===== src/rtl/serial_demux_1x8_pkg.sv =====
`default_nettype none
// ============================================================================
//  Module      : serial_demux_1x8_pkg
//  Description : Shared constants and lane-mapping helper for the 1:8 serial
//                demultiplexer.
//  Revision    : 1.0  initial release
// ============================================================================
package serial_demux_1x8_pkg;

    localparam int         c_DEMUX_LANES = 8;
    localparam int         c_DEMUX_IDX_W = 3;
    localparam logic [7:0] c_LANE_RST    = 8'h00;
    localparam logic [7:0] c_OUT_RST     = 8'h00;
    localparam logic [2:0] c_IDX_FIRST   = 3'd0;
    localparam logic [2:0] c_IDX_LAST    = 3'd7;

    // Map a bit position within the frame to the physical lane it lands in.
    function automatic logic [2:0] mapLane(input logic [2:0] idx, input logic lsbFirst);
        return lsbFirst ? idx : (c_IDX_LAST - idx);
    endfunction

endpackage : serial_demux_1x8_pkg
`default_nettype wire


===== src/rtl/serial_demux_1x8_demux.sv =====
`default_nettype none
// ============================================================================
//  Module      : demux_1x8
//  Description : Combinational 1-to-8 decoder producing one-hot lane write
//                enables from a 3-bit lane select, gated by en.
//  Revision    : 1.0  initial release
// ============================================================================
module demux_1x8
    import serial_demux_1x8_pkg::*;
(
    input  logic                     en,
    input  logic [c_DEMUX_IDX_W-1:0] sel,
    output logic [c_DEMUX_LANES-1:0] we
);

    // One enable per lane; at most one is high at a time.
    for (genvar i = 0; i < c_DEMUX_LANES; i++) begin : g_lane
        assign we[i] = en && (sel == c_DEMUX_IDX_W'(i));
    end

endmodule : demux_1x8
`default_nettype wire


===== src/rtl/serial_demux_1x8.sv =====
`default_nettype none
// ============================================================================
//  Module      : serial_demux_1x8
//  Description : Serial-to-parallel 1:8 demultiplexer. Steers valid serial
//                bits into 8 lanes, moves each completed byte into a holding
//                register read through a valid/ready handshake, and flags
//                dropped bytes with a sticky overrun.
//  Revision    : 1.0  initial release
// ============================================================================
module serial_demux_1x8
    import serial_demux_1x8_pkg::*;
#(
    parameter bit LSB_FIRST = 1'b1,
    parameter int LANES     = 8
) (
    input  logic             clk,
    input  logic             rst_n,
    input  logic             din,
    input  logic             din_valid,
    input  logic             frame_start,
    output logic [LANES-1:0] out_data,
    output logic             out_valid,
    input  logic             out_ready,
    output logic [2:0]       bit_idx,
    output logic             busy,
    output logic             overrun,
    input  logic             clr_ovr
);

    logic [LANES-1:0] r_laneReg;
    logic [LANES-1:0] r_outData;
    logic             r_outValid;
    logic [2:0]       r_bitIdx;
    logic             r_busy;
    logic             r_overrun;

    logic [2:0]       w_idxEff;
    logic [2:0]       w_lane;
    logic [LANES-1:0] w_we;
    logic [LANES-1:0] w_laneNext;
    logic [2:0]       w_idxNext;
    logic             w_byteDone;
    logic             w_load;
    logic             w_drop;

    // frame_start realigns the frame, so the current bit is treated as index 0.
    assign w_idxEff = frame_start ? c_IDX_FIRST : r_bitIdx;
    assign w_lane   = mapLane(w_idxEff, LSB_FIRST);

    demux_1x8 u_demux (
        .en  (din_valid),
        .sel (w_lane),
        .we  (w_we)
    );

    // Next lane contents: clear on realign, then merge the incoming bit.
    always_comb begin
        w_laneNext = frame_start ? c_LANE_RST : r_laneReg;
        for (int i = 0; i < LANES; i++) begin
            if (w_we[i]) begin
                w_laneNext[i] = din;
            end
        end
    end

    // Next bit index: realign to 0/1 on frame_start, else advance on each valid bit.
    always_comb begin
        w_idxNext = r_bitIdx;
        if (frame_start) begin
            w_idxNext = din_valid ? 3'd1 : c_IDX_FIRST;
        end else if (din_valid) begin
            w_idxNext = r_bitIdx + 3'd1;
        end
    end

    // A byte completes on the 8th valid bit; it loads only if the holding register is free.
    assign w_byteDone = din_valid && (r_bitIdx == c_IDX_LAST) && !frame_start;
    assign w_load     = w_byteDone && (!r_outValid || out_ready);
    assign w_drop     = w_byteDone && !w_load;

    // Lane assembly register and frame position counter.
    always_ff @(posedge clk or negedge rst_n) begin
        if (!rst_n) begin
            r_laneReg <= c_LANE_RST;
            r_bitIdx  <= c_IDX_FIRST;
            r_busy    <= 1'b0;
        end else begin
            r_laneReg <= w_laneNext;
            r_bitIdx  <= w_idxNext;
            r_busy    <= (w_idxNext != c_IDX_FIRST);
        end
    end

    // Output holding register with valid/ready handshake; load and transfer may coincide.
    always_ff @(posedge clk or negedge rst_n) begin
        if (!rst_n) begin
            r_outData  <= c_OUT_RST;
            r_outValid <= 1'b0;
        end else if (w_load) begin
            r_outData  <= w_laneNext;
            r_outValid <= 1'b1;
        end else if (r_outValid && out_ready) begin
            r_outValid <= 1'b0;
        end
    end

    // Sticky overrun flag; a new drop takes priority over the clear.
    always_ff @(posedge clk or negedge rst_n) begin
        if (!rst_n) begin
            r_overrun <= 1'b0;
        end else if (w_drop) begin
            r_overrun <= 1'b1;
        end else if (clr_ovr) begin
            r_overrun <= 1'b0;
        end
    end

    assign out_data  = r_outData;
    assign out_valid = r_outValid;
    assign bit_idx   = r_bitIdx;
    assign busy      = r_busy;
    assign overrun   = r_overrun;

endmodule : serial_demux_1x8
`default_nettype wire


===== config.mk =====
export PLATFORM = sky130hd
export DESIGN_NAME = serial_demux_1x8
export DESIGN_NICKNAME = d
export VERILOG_FILES = /design/src/rtl/serial_demux_1x8_pkg.sv /design/src/rtl/serial_demux_1x8_demux.sv /design/src/rtl/serial_demux_1x8.sv
export SDC_FILE = /design/constraint.sdc
export NUM_CORES = 1
export LEC_CHECK = 0
export BUFFER_PORTS_ARGS = -buffer_cell sky130_fd_sc_hd__clkbuf_2
export CAP_MARGIN = 20
export CORE_MARGIN = 3
export CORE_UTILIZATION = 30
export CTS_CLUSTER_DIAMETER = 30
export CTS_CLUSTER_SIZE = 25
export DETAILED_ROUTE_END_ITERATION = 16
export MAX_ROUTING_LAYER = met4
export PLACE_DENSITY = 0.54
export SETUP_SLACK_MARGIN = 0.1
export SLEW_MARGIN = 20
export SYNTH_ARGS = -nofsm -noshare
export SYNTH_HDL_FRONTEND = slang
export SYNTH_SLANG_ARGS = --single-unit

===== constraint.sdc =====
create_clock -name clk -period 2.1 [get_ports clk]
set_clock_uncertainty 0.1 [all_clocks]
set_input_delay 0.105 -clock clk [delete_from_list [all_inputs] [get_ports clk]]
set_output_delay 0.105 -clock clk [all_outputs]
set_load 0.02 [all_outputs]

==> out/metrics.yaml <==
cts_resized: 0
worstMarginPinSlew_ns: 0.551
p_leak_uw: 0.000604
nNetsFinal: 118
synth_cell_types: 27
wl_per_cell_um: 13.1
path_clk_slew_ns: 0.12
ys_seq_area_frac: 0.525
p_per_area_nw_per_um2: 739
synthesis.nets: 98
synth_flop_cell: "dfrtp_1"
reg2regPathDepth: 4
clk_latency_ns: 0.30
hold_depth: 2
routed_wirelength_mm: 1.99
rsz0062_at_grt: "false"
finalWorstSetupSlack_ns: 0.438
finalPower_uw: 874
required_ns: 2.19
fmax_ghz: 0.602
multi_input_area_um2: 402
initial_core_util: 0.327
synth_area_um2: 1050
n_fill_cell: 363
viasPerCell: 4.70
num_rows: 20
synth_edf_count: 0
crit_path_start_kind: "flip-flop"
status: "finished clean"
ant_nets: 0
root_buffer: "clkbuf_4"
crit_type: "flip-flop to flip-flop"
post-cts-setup-buffers: 0
antennaDiodeCount: 0
drive_gt1_frac: 0.296
ys_ff_latch: 22
grt_start_max_net_pins: 23
grt_pass1_wl_mm: 3.55
end_kind: "flip-flop"
die_h_um: 65.1
cts.path.max_buffers: 2
drt-initial-drc-count: 19
synth-async-reset-ratio: 1.00
fin_crit_sh: 0.791
floorplan.die_area_um2: 4240
dpl_cell_area_um2: 1130
vias: 714
antenna_found_initial: 0
portBuffers: 20
finish.instance_area_um2: 1180
numCtsBuffers: 3
hold_violations: 0
netlist_instances: 89
drv_cap: 0
whs_ns: 0.0458
slew_violations: 0
dieWidth_um: 65.1
synthToLayoutAreaGrowth_pct: 12.8
dr.pass1.iters: 4
peakVddDrop_v: 0.000360
tritoncts: "built"
seqCellArea_um2: 551
hpwl_mm: 1.45
gp_congestion: 0.762
track_usage: 0.111
cp_max_fo: 12
grt_pass1_vias: 756
fin_setup_tns_ns: 0
fp.coreArea_um2: 3200
dp_slack_ns: 0.483
globalRoute.totalOverflow: 0
clock_sinks: 22
num_io_pins: 21
min_path_type: "input pin to flip-flop"
period_needed_ns: 1.66
cts_max_level: 1
arrival_ns: 1.75
setup_violations: 0
yosysWarnings: 0
syn_area_per_cell_um2: 11.8
route.detailed.drc: 0
slew_headroom: 0.632
-- worst paths after layout --
kind                              from           end  slack, ns
setup / recovery            bit_idx[2]   out_data[0]       0.44
hold / removal             frame_start  r_laneReg[2]       0.05
setup reg to reg            bit_idx[2]   out_data[0]       0.44
hold reg to reg                overrun       overrun       0.44
max in group asynchronous        rst_n     out_valid       1.33
min in group asynchronous        rst_n  r_laneReg[7]       0.20
-- timing repair --
item,in CTS,in global routing
hold buffers,2,0
endpoints found under the setup margin,0,0
hold endpoints to repair,23,0
-- Yosys cell counts (all sizes together), types with 2 or more instances --
master,count,area [um^2]
mux2i,9,90.1
ha,2,25.0
clkbuf,3,31.3
and4bb,3,37.5
nand2,2,7.51
dfrtp,22,551
nand4b,3,26.3
buf,5,50.0
nor2,9,33.8
nand3b,2,15.0
a21oi,15,75.1
-- sequential cells by signal, indices dropped and copies added (netlist names) --
register and count:
overrun 1, r_laneReg 8, out_data 8, out_valid 1, busy 1, bit_idx 3
-- cells in the final DEF, fill, tap and decap left out --
master,n
inv_1,1
clkbuf_4,3
or4b_1,1
and3b_1,1
a21oi_1,15
nand2_1,2
nand4_1,1
nand2b_2,1
o22ai_1,1
or2b_2,1
dfrtp_1,22
clkbuf_2,20
ha_1,2
or3_1,1
clkbuf_8,1
and2_4,1
nor2_1,9
nor3_1,1
nand3b_1,2
a31oi_1,1
and4bb_2,3
nand4b_1,3
xnor2_1,1
buf_4,2
o211ai_1,1
dlygate4sd3_1,2
mux2i_1,9
-- final cells by class --
cell class	count	area share
Inverter	1	0.00317
Timing Repair Buffer	24	0.114
Clock buffer	4	0.0307
Multi-Input combinational cell	57	0.340
Tap cell	44	0.0466
Sequential cell	22	0.466
-- where the power goes --
part / leakage [uW] / switching [uW] / internal [uW] / total [uW]
Combinational: 0.000284 / 104 / 67.2 / 171
Sequential: 0.000299 / 17.6 / 455 / 472
Clock: 0.0000210 / 125 / 106 / 231
Total: 0.000604 / 247 / 627 / 874
-- per-stage QoR --
| step | cells | util |
|---|---|---|
| floorplan | 89 | - |
| global placement | 146 | 0.352 |
| detailed placement | 146 | 0.352 |
| CTS | 152 | 0.369 |
| global route | 152 | 0.369 |
| finish | 152 | 0.369 |
-- critical path, stage by stage, from the launching register on --
cell	delay, ns
dfrtp_1	0.54
ha_1	0.22
and3b_1	0.34
and2_4	0.26
a31oi_1	0.09
-- routing by layer --
metal	global-route usage	share of wire	vias to the layer above	wire, um
li1	-	-	353	-
met1	0.136	0.46	350	908
met2	0.179	0.50	9	996
met3	0.0188	0.036	2	71
met4	0.0544	0.0085	0	17
met5	-	0	-	0
-- logic make-up after synthesis --
logic type / count (synthesis) / share of synthesized area
DFF: 22 / 0.525
buffers and inverters: 10 / 0.0919
AOI/OAI and AO/OA: 18 / 0.0907
xor gates and xnor gates: 1 / 0.00835
adders and majority gates: 2 / 0.0239
and+or+nand+nor: 27 / 0.174
muxes: 9 / 0.0859
(Power assumes the default switching activity.)
